## src/rtl/hazard_ctrl.sv

```systemverilog
// Pipeline sequencing controller: PC / IF/ID / ID/EX enables and flushes for
// load-use, taken-branch, imem wait-state and mul/div occupancy, plus a stall counter.
module hazard_ctrl #(
  parameter int MUL_CYCLES = 4,
  parameter int DIV_CYCLES = 32,
  parameter int CNT_W      = 6
) (
  input  logic        clk,
  input  logic        rst,
  input  logic [4:0]  ID_rs,
  input  logic [4:0]  ID_rt,
  input  logic        ID_use_rs,
  input  logic        ID_use_rt,
  input  logic        ID_md,
  input  logic        ID_md_div,
  input  logic        EX_memread,
  input  logic [4:0]  EX_rd,
  input  logic        EX_br_taken,
  input  logic        imem_ready,
  output logic        pc_en,
  output logic        IFID_en,
  output logic        IFID_flush,
  output logic        IDEX_flush,
  output logic        md_busy,
  output logic [31:0] stall_cnt
);

  typedef enum logic {RUN, MD_WAIT} state_t;

  state_t           state_q, state_d;
  logic [CNT_W-1:0] cnt_q, cnt_d;
  logic [31:0]      stall_cnt_q, stall_cnt_d;
  logic             load_use;

  always_comb begin
    load_use = EX_memread && (EX_rd != 5'd0) &&
               ((ID_use_rs && (ID_rs == EX_rd)) || (ID_use_rt && (ID_rt == EX_rd)));

    pc_en       = 1'b1;
    IFID_en     = 1'b1;
    IFID_flush  = 1'b0;
    IDEX_flush  = 1'b0;
    md_busy     = 1'b0;
    state_d     = state_q;
    cnt_d       = cnt_q;
    stall_cnt_d = stall_cnt_q;

    if (rst) begin
      pc_en       = 1'b0;
      IFID_en     = 1'b0;
      IFID_flush  = 1'b1;
      IDEX_flush  = 1'b1;
      state_d     = RUN;
      cnt_d       = '0;
      stall_cnt_d = '0;
    end else begin
      unique case (state_q)
        RUN: begin
          if (EX_br_taken) begin
            IFID_flush = 1'b1;
            IDEX_flush = 1'b1;
          end else if (load_use) begin
            pc_en      = 1'b0;
            IFID_en    = 1'b0;
            IDEX_flush = 1'b1;
          end else begin
            // an imem miss only starves IF; a mul/div in ID may still issue
            if (!imem_ready) begin
              pc_en      = 1'b0;
              IFID_flush = 1'b1;
            end
            if (ID_md) begin
              state_d = MD_WAIT;
              cnt_d   = ID_md_div ? CNT_W'(DIV_CYCLES) : CNT_W'(MUL_CYCLES);
            end
          end
        end
        MD_WAIT: begin
          md_busy    = 1'b1;
          pc_en      = 1'b0;
          IFID_en    = 1'b0;
          IDEX_flush = 1'b1;
          if (cnt_q <= CNT_W'(1)) begin
            state_d = RUN;
            cnt_d   = '0;
          end else begin
            cnt_d = cnt_q - CNT_W'(1);
          end
        end
        default: begin
          state_d = RUN;
          cnt_d   = '0;
        end
      endcase

      if (!pc_en) stall_cnt_d = stall_cnt_q + 32'd1;
    end
  end

  always_ff @(posedge clk) begin
    state_q     <= state_d;
    cnt_q       <= cnt_d;
    stall_cnt_q <= stall_cnt_d;
  end

  assign stall_cnt = stall_cnt_q;

endmodule
```

## config.mk

```make
export PLATFORM = sky130hd
export DESIGN_NAME = hazard_ctrl
export DESIGN_NICKNAME = d
export VERILOG_FILES = /design/src/rtl/hazard_ctrl.sv
export SDC_FILE = /design/constraint.sdc
export NUM_CORES = 1
export LEC_CHECK = 0
export BUFFER_PORTS_ARGS = -buffer_cell sky130_fd_sc_hd__buf_2
export CAP_MARGIN = 0
export CORE_ASPECT_RATIO = 0.7
export CORE_MARGIN = 2
export CORE_UTILIZATION = 45
export DETAILED_ROUTE_END_ITERATION = 10
export PLACE_DENSITY = 0.71
export SYNTH_ARGS = -nofsm -noshare
export SYNTH_HDL_FRONTEND = slang
export SYNTH_SLANG_ARGS = --single-unit
export TNS_END_PERCENT = 1
```

## constraint.sdc

```tcl
create_clock -name clk -period 1.93 [get_ports clk]
set_input_delay 0 -clock clk [delete_from_list [all_inputs] [get_ports clk]]
set_output_delay 0 -clock clk [all_outputs]
set_load 0.05 [all_outputs]
```

======== Word level (Yosys, flattened, before mapping) ========
Index checks and enable logic that the tools add are counted.
operators by class
  add/sub/neg operators ................... 2
  reductions and logical operators ........ 7
  muxes and demuxes ....................... 32
  divide/modulo/power cells ............... 0
  shift operators ......................... 0
  multiply operators ...................... 0
  $lt $le $gt $ge ......................... 1
  bitwise gates (word level) .............. 1
  equal/unequal tests ..................... 5
operator list
  kind                                                             number
  adder 32 x 1 -> 32 bit (second input constant)                   1
  two-way mux 6 bit                                                5
  two-way mux 1 bit                                                22
  case mux 6 bit (2 select lines)                                  1
  equality test 5 bit                                              2
  case mux 1 bit (2 select lines)                                  4
  less-or-equal comparator 6 x 1 -> 1 bit (second input constant)  1
  inequality test 2 bit (second input constant)                    3
  subtractor 6 x 1 -> 6 bit (second input constant)                1
  nonzero test 5 bit                                               1
  logical AND 1 bit                                                4
  AND reduction 3 bit                                              1
  logical OR 1 bit                                                 1
  NOT 1 bit                                                        1
storage, ports and cells
  output and inout port bits .............. 37
  register bits ........................... 39
  bits of input ports ..................... 24
  memory bits (read-only) ................. 0
  latch bits .............................. 0
  word-level logic and storage cells ...... 51
  memories kept ........................... 0
  bits in writable memories ............... 0

======== Longest topological paths before layout ========
Gate-level depths: netlist of run 1.
  word-level depth ........................ 9
  gate-level depth with buffers ........... 8
  depth with buffers taken out ............ 8

======== Worst setup path before layout of run 1 ========
No wires, ideal clock.
  kind .................................... register to register
  from .................................... reg stall_cnt_q[3] (netlist: stall_cnt[3])
  to ...................................... reg stall_cnt_q[20] (netlist: stall_cnt[20])
  required time ........................... 1.860 ns
  library setup time ...................... 0.070 ns
  stages on the path, launching flop included .. 9
  path buffers ............................ 2
  period minus slack after synthesis ...... 2.342 ns
  slack ................................... -0.412 ns
  arrival time ............................ 2.272 ns
  cells stage by stage .................... dfxtp_1 -> and4_1 -> and3_2 -> and3_1 -> buf_6 -> nand3_2 -> buf_2 -> or4_1 -> a21oi_1
between the ends
  word-level cells in the longest chain between the ends .. 1
ends and longest elaborated chain
  what                    RTL line  text
  start, declared         32        logic [31:0] stall_cnt_q, stall_cnt_d;
  start signal, assigned  103       stall_cnt_q <= stall_cnt_d;
  adder 32 x 1 -> 32 bit  96        if (!pc_en) stall_cnt_d = stall_cnt_q + 32'd1;
No other way between the ends.
A chain may end at the register's enable or synchronous reset.

======== Worst setup path in the final report of run 1 ========
  from .................................... reg stall_cnt_q[3] (netlist: stall_cnt[3])
  to ...................................... reg stall_cnt_q[17] (netlist: stall_cnt[17])
Same word-level chain as after synthesis.

==> out/metrics.csv, run 1 <==
stage;metric;value;unit
outcome;status;finished, final reports clean;
global_routing;grt_overflow;0;
synth;syn_area_per_cell;8.22;sq um
clocking;h-tree-depth;2;
pwr;ir_worst_vdd;0.413;mV
floorplan;die_h;63.2;um
layout;fin_util;0.591;
synth;synth_most_common_cell;dfxtp_1;
synth;synthAdderAreaFrac;0.0167;
global_routing;grt_pass1_wl;9300;um
synth;synthSimpleGateAreaFrac;0.290;
synth;synthesis.nets;301;
global_routing;grt_pass1_vias;2037;
drt;detail_route.vias_per_cell;5.73;
clocking;path_clk_slew;80;ps
clocking;cts_root_buffer;clkbuf_8;
clocking;cts-buffers-inserted;5;
global_routing;grt_max_degree;42;
clocking;clock_latency;290;ps
floorplan;core;4810;sq um
layout;fin_nets;365;
worst_hold_path;hold_class;primary input to flip-flop;
sta;rsz0062_at_grt;yes;
drt;drt_drc_violations_left;0;
drt;num_vias;2336;
drt;dr.pass1.iters;4;
layout;syn2layout_area_growth;26.1;%
clocking;cts_hold_buf;0;
run;drv_cap;0;
sta;finalCriticalPeriod;1870;ps
pwr;p_sw;0.000501;W
setup_path;crit_fanout;5;
sta;hold_viol;0;
sta;fin_crit_sh;0.967;
synth;synth_mux_area_frac;0.00444;
placement;placed_cells;400;
pwr;p_clk_frac;0.347;
sta;fin_worst_skew;6.00;ps
sta;hold_slack;97.0;ps
floorplan;die_w;88.6;um
layout;n_antenna_cell;0;
placement;hpwlAfterDp;4010;um
sta;setup_viol;0;
sta;worst_slew_pin_slew;490;ps
setup_path;reg2reg_to;stall_cnt[17];
synth;synth_top_family_by_area;simple AND/OR/NAND/NOR gates;
drt;routed_wl;5610;um
floorplan;die_area;5600;sq um
sta;fmax;536;MHz
clocking;cts_buffer_depth;2;
global_routing;track_usage;0.204;
synth;synth_area_leaders;dfxtp_1 35%, o31ai_1 7.7%, or4_1 7.3%;
placement;port_buffers;60;
synth;synth_compound_area_frac;0.239;
synth;synth_edf_count;0;
pwr;p_per_area;619;nW/um^2
synth;synth_top_area_share;0.346;
synth;syn_inst;274;
clocking;cts.sinks;39;
placement;place.gp.congestion;0.876;
synth;synth_warnings;0;
setup_path;r2r_start;stall_cnt[3];
setup_path;r2r_cells;6;
synth;synth-xor-area-share;0.0428;
pwr;power;0.00176;W
pwr;seqPwrFrac;0.474;
setup_path;worstPathArrival;2080;ps
synth;synth_top_flop_cell;dfxtp_1;
sta;slew-limit-headroom;0.671;
setup_path;r2r_slack;60;ps
synth;async_reset_ff_frac;0;
worst_hold_path;min_from;ID_md_div;
setup_path;setup.worst_path.start;stall_cnt[3];
setup_path;critPathCaptureType;flip-flop;
synth;synth_common_cells;39 x dfxtp_1, 30 x a21oi_1, 23 x o31ai_1;
global_routing;antenna_found_initial;0;
pwr;power.internal;0.00126;W
setup_path;worst-setup-path-type;flip-flop to flip-flop;
setup_path;worst_ep_required_time;2150;ps
floorplan;rows;21;
setup_path;start_kind;flip-flop;
floorplan;io_pins;61;
sta;drv_slew;0;
synth;netlist_area;2250;sq um
drt;wl_per_cell;13.7;um
synth;synth_top_area_cell;dfxtp_1;
pwr;power_frac_comb;0.179;
drt;ant_nets;0;
drt;drt_iter0_drc;137;
synth;ys_types;46;
layout;drive_gt1_frac;0.336;
clocking;post_cts_buffers;0;
setup_path;critPathCapture;stall_cnt[17];
floorplan;initial_core_util;0.469;
sta;setup-tns-final;0;ps
synth;ys_ff_latch;39;
pwr;p_sw_frac;0.285;
clocking;cts_tree;yes;
pwr;leakagePower;1.07;nW
synth;ys_seq_area_frac;0.346;
layout;final_cells;408;
==> worst min-delay path by stage <==
stage	slack (ps)	end	cells after the start
finish	100	cnt_q[5]	3
global route	120	cnt_q[5]	3
CTS	90	cnt_q[5]	3
detailed placement	380	cnt_q[5]	3
global placement	380	cnt_q[5]	3
floorplan	250	cnt_q[5]	2
==> final cells by class <==
class / count / area [sq um]
sequential: 39 / 813
clock buffer: 8 / 100
fill: 452 / 1970
tap: 69 / 86.3
inverter: 10 / 37.5
multi-input combinational: 207 / 1370
timing repair buffer: 75 / 433
==> critical path, cell delays in order, from the launching register on <==
cell and delay (ps):
dfxtp_4 340, and4_1 210, and3_4 210, nand3_1 150
or2_2 340, or4_1 390, a21oi_1 150
==> routing by layer <==
layer | routed length [um] | up-vias | global-route usage
met5 | 0 | - | 0
met3 | 257 | 2 | 0.0472
met2 | 2450 | 52 | 0.293
met1 | 2870 | 1100 | 0.306
li1 | - | 1182 | -
met4 | 22 | 0 | 0.0511
==> power by group through the flow <==
stage,sequential (W),combinational [W],clock [W]
3_3_place_gp,0.000852,0.000308,0
2_1_floorplan,0.000869,0.000201,0
5_1_grt,0.000836,0.000341,0.000658
6_report,0.000833,0.000315,0.000609
4_1_cts,0.000833,0.000314,0.000620
3_5_place_dp,0.000852,0.000313,0
==> cell families (layout without fill, tap and decap cells) <==
group / Yosys count / count (layout)
AOI/OAI and AO/OA: 81 / 81
xor gates and xnor gates: 11 / 11
adders and majority gates: 3 / 3
buffers and inverters: 28 / 93
DFF: 39 / 39
muxes: 1 / 1
and+or+nand+nor: 111 / 111
==> metrics by stage <==
step | setup slack, ps | instance area (sq um)
after global routing | -42.6 | 2840
after detailed placement | 2.60 | 2710
after CTS | 20.9 | 2810
after floorplan | -94.0 | 2290
final | 63.8 | 2840
after global placement | -15.7 | 2710
==> repair_timing <==
action,in CTS,in global routing
resized for setup,0,12
setup endpoints to repair,0,14
hold endpoints to repair,0,0
==> placed cells by master, fill, tap and decap left out, types with 2 or more instances in the layout <==
master    instances
or4_1            21
nand3b_1          2
a31oi_1           2
nand2_1          16
dfxtp_4           4
dfxtp_2          14
ha_1              3
nor3_1            6
dfxtp_1          21
and3_1            3
nor3b_1           2
buf_2            60
clkbuf_8          7
o21a_1            3
nand4_1           8
inv_1            10
a21oi_1          29
o21ai_0           5
buf_4            13
nor2_1           12
or3_1             6
o31ai_1          23
nor4_1            3
and3_4            2
and4_1            4
xnor2_1          10
nand2b_1          2
o21ai_1           6
nand3_1          15
==> registers in the layout (all words and copies together) (netlist names) <==
| register | cells |
|---|---|
| stall_cnt | 32 |
| cnt_q | 6 |
| state_q | 1 |
(Power assumes the default switching activity.)
==> inputs of run 2 (changes only) <==
--- a/config.mk
+++ b/config.mk
@@ -11,7 +11,7 @@
 export CORE_MARGIN = 2
 export CORE_UTILIZATION = 45
 export DETAILED_ROUTE_END_ITERATION = 10
-export PLACE_DENSITY = 0.71
+export PLACE_DENSITY = 0.68
 export SYNTH_ARGS = -nofsm -noshare
 export SYNTH_HDL_FRONTEND = slang
 export SYNTH_SLANG_ARGS = --single-unit
==> constraint.sdc (replaced) <==
create_clock -name clk -period 1.86 [get_ports clk]
set_input_delay 0 -clock clk [delete_from_list [all_inputs] [get_ports clk]]
set_output_delay 0 -clock clk [all_outputs]
set_load 0.05 [all_outputs]
==> run 2 against run 1 <==
Sequential power rose by 3.4%; fmax rose by 0.53%; clock skew decreased by 0.90 ps; clock power up 15%; die area unchanged; final cell count is 2.9% higher; combinational power grew 16%; largest power group unchanged; largest cell class unchanged; non-clock buffer count rose by 12; register-to-register slack lost 60 ps; sequential share of layout area is 1.4 points lower.
==> out/metrics.csv, run 2 (same netlist as run 1, synthesis figures left out) <==
stage;metric;value;unit;change
setup_path;reg2reg_to;stall_cnt[31];;was stall_cnt[17]
pwr;p_sw;0.000541;W;was 0.000501 W
setup_path;worst-setup-path-type;flip-flop to flip-flop;;unchanged
outcome;status;finished, final reports clean;;unchanged
floorplan;initial_core_util;0.469;;unchanged
placement;hpwlAfterDp;4190;um;was 4010 um
floorplan;die_area;5600;sq um;unchanged
pwr;p_clk_frac;0.364;;was 0.347
drt;detail_route.vias_per_cell;5.76;;was 5.73
sta;fin_crit_sh;0.998;;was 0.967
drt;routed_wl;5860;um;was 5610 um
sta;finalCriticalPeriod;1860;ps;was 1870 ps
setup_path;r2r_cells;7;;was 6
setup_path;r2r_start;stall_cnt[4];;was stall_cnt[3]
pwr;p_sw_frac;0.281;;was 0.285
global_routing;grt_overflow;0;;unchanged
drt;dr.pass1.iters;4;;unchanged
drt;num_vias;2418;;was 2336
pwr;ir_worst_vdd;0.367;mV;was 0.413 mV
floorplan;core;4810;sq um;unchanged
layout;n_antenna_cell;0;;unchanged
drt;wl_per_cell;14.0;um;was 13.7 um
layout;largest_register_ffs;32;;unchanged
sta;fmax;539;MHz;was 536 MHz
setup_path;worst_ep_required_time;2090;ps;was 2150 ps
setup_path;critPathCapture;stall_cnt[31];;was stall_cnt[17]
sta;setup-tns-final;0;ps;unchanged
floorplan;io_pins;61;;unchanged
clocking;cts-buffers-inserted;5;;unchanged
global_routing;grt_pass1_wl;10100;um;was 9300 um
setup_path;critPathCaptureType;flip-flop;;unchanged
global_routing;track_usage;0.226;;was 0.204
sta;setup_viol;0;;unchanged
placement;place.gp.congestion;0.793;;was 0.876
setup_path;setup.worst_path.start;stall_cnt[4];;was stall_cnt[3]
floorplan;die_w;88.6;um;unchanged
setup_path;start_kind;flip-flop;;unchanged
clocking;path_clk_slew;80;ps;about the same
drt;drt_iter0_drc;150;;was 137
pwr;p_per_area;640;nW/um^2;was 619 nW/um^2
clocking;cts_root_buffer;clkbuf_8;;unchanged
layout;fillers;437;;was 452
layout;final_common_cell;buf_2;;unchanged
clocking;cts_buffer_depth;2;;unchanged
pwr;leakagePower;1.16;nW;was 1.07 nW
worst_hold_path;hold_class;primary input to flip-flop;;unchanged
drt;ant_nets;0;;unchanged
sta;worst_slew_pin_slew;378;ps;was 490 ps
sta;layout_setup_ws;3.71;ps;was 63.8 ps
layout;syn2layout_area_growth;33.5;%;was 26.1%
clocking;post_cts_buffers;0;;unchanged
clocking;h-tree-depth;2;;unchanged
layout;final_cell_mix;60 x buf_2, 26 x a21oi_1, 23 x o31ai_1, 21 x dfxtp_1, 20 x buf_4;;was 60 x buf_2, 29 x a21oi_1, 23 x o31ai_1, 21 x or4_1, 21 x dfxtp_1
sta;drv_slew;0;;unchanged
clocking;clock_latency;290;ps;about the same
layout;seq_area;818;sq um;was 813 sq um
sta;rsz0062_at_grt;yes;;unchanged
drt;drt_drc_violations_left;0;;unchanged
pwr;power.internal;0.00138;W;was 0.00126 W
global_routing;antenna_found_initial;0;;unchanged
setup_path;r2r_slack;4;ps;was 60 ps
pwr;seqPwrFrac;0.447;;was 0.474
sta;hold_viol;0;;unchanged
layout;multi_input_area;1400;sq um;was 1370 sq um
placement;port_buffers;60;;unchanged
layout;fin_nets;377;;was 365
setup_path;crit_fanout;8;;was 5
floorplan;rows;21;;unchanged
sta;fin_worst_skew;5.10;ps;was 6.00 ps
clocking;cts.sinks;39;;unchanged
global_routing;grt_pass1_vias;2219;;was 2037
setup_path;worstPathArrival;2090;ps;was 2080 ps
layout;drive_gt1_frac;0.365;;was 0.336
clocking;cts_tree;yes;;unchanged
placement;dpl_worst_slack;-7.82;ps;was 2.60 ps
global_routing;grt_max_degree;33;;was 42
sta;slew-limit-headroom;0.748;;was 0.671
pwr;power_frac_comb;0.189;;was 0.179
run;drv_cap;0;;unchanged
floorplan;die_h;63.2;um;unchanged
==> run 2: changes by cell type in the layout (fill, tap and decap cells not counted), moves of 2 or more <==
cell,delta
a21oi_1,-3
a21oi_2,+3
buf_12,+3
buf_4,+7
buf_6,+2
clkbuf_8,-2
dfxtp_2,-2
dfxtp_4,+2
or4_1,-2
or4_4,+2
==> run 2: metal layers <==
layer  track usage  up-vias  wire, um
li1              -     1209         -
met1         0.331     1135      3040
met2         0.336       68      2460
met3        0.0433        6       295
met4        0.0663        0        63
met5             0        -         0
==> run 2: how the worst min path moves through the flow <==
stage / from / endpoint / cells after the start
floorplan: ID_md_div / cnt_q[5] / 2
global placement: rst / state_q / 2
detailed placement: rst / state_q / 2
CTS: ID_md_div / cnt_q[5] / 3
global route: ID_md_div / cnt_q[5] / 3
finish: ID_md_div / cnt_q[5] / 3
==> run 2: cell type report <==
class | instances | share of cell area
Inverter | 10 | 0.0125
Clock buffer | 5 | 0.0229
Tap cell | 69 | 0.0287
Clock inverter | 3 | 0.0129
Timing Repair Buffer | 87 | 0.187
Multi-Input combinational cell | 207 | 0.464
Sequential cell | 39 | 0.272
==> run 2: critical path, stage by stage (launching register included) <==
cell and delay (ps):
dfxtp_4 350, and4_1 210, and3_4 210, and3_4 220, buf_6 140, nand4_1 120
or4_4 430, a21oi_2 120
==> run 2: power by group through the flow <==
stage	Clock, W	Sequential [W]	Combinational [W]
finish	0.000700	0.000861	0.000364
global route	0.000751	0.000865	0.000405
CTS	0.000717	0.000860	0.000362
detailed placement	0	0.000880	0.000359
global placement	0	0.000880	0.000355
floorplan	0	0.000899	0.000209
==> run 2: timing repair <==
item,in CTS,in global routing
endpoints found under the setup margin,2,16
gates resized for setup,0,13
endpoints found under the hold margin,1,0
pin swaps,0,11
hold buffers,1,0
==> run 2: stage by stage <==
step	power, W	cells	area [sq um]	hold slack (ps)	util
2_1_floorplan	0.00111	274	2310	246	-
3_3_place_gp	0.00123	411	2840	211	0.590
3_5_place_dp	0.00124	411	2840	224	0.590
4_1_cts	0.00194	420	2960	60.6	0.615
5_1_grt	0.00202	420	3010	71.9	0.626
6_report	0.00192	420	3010	65.6	0.626
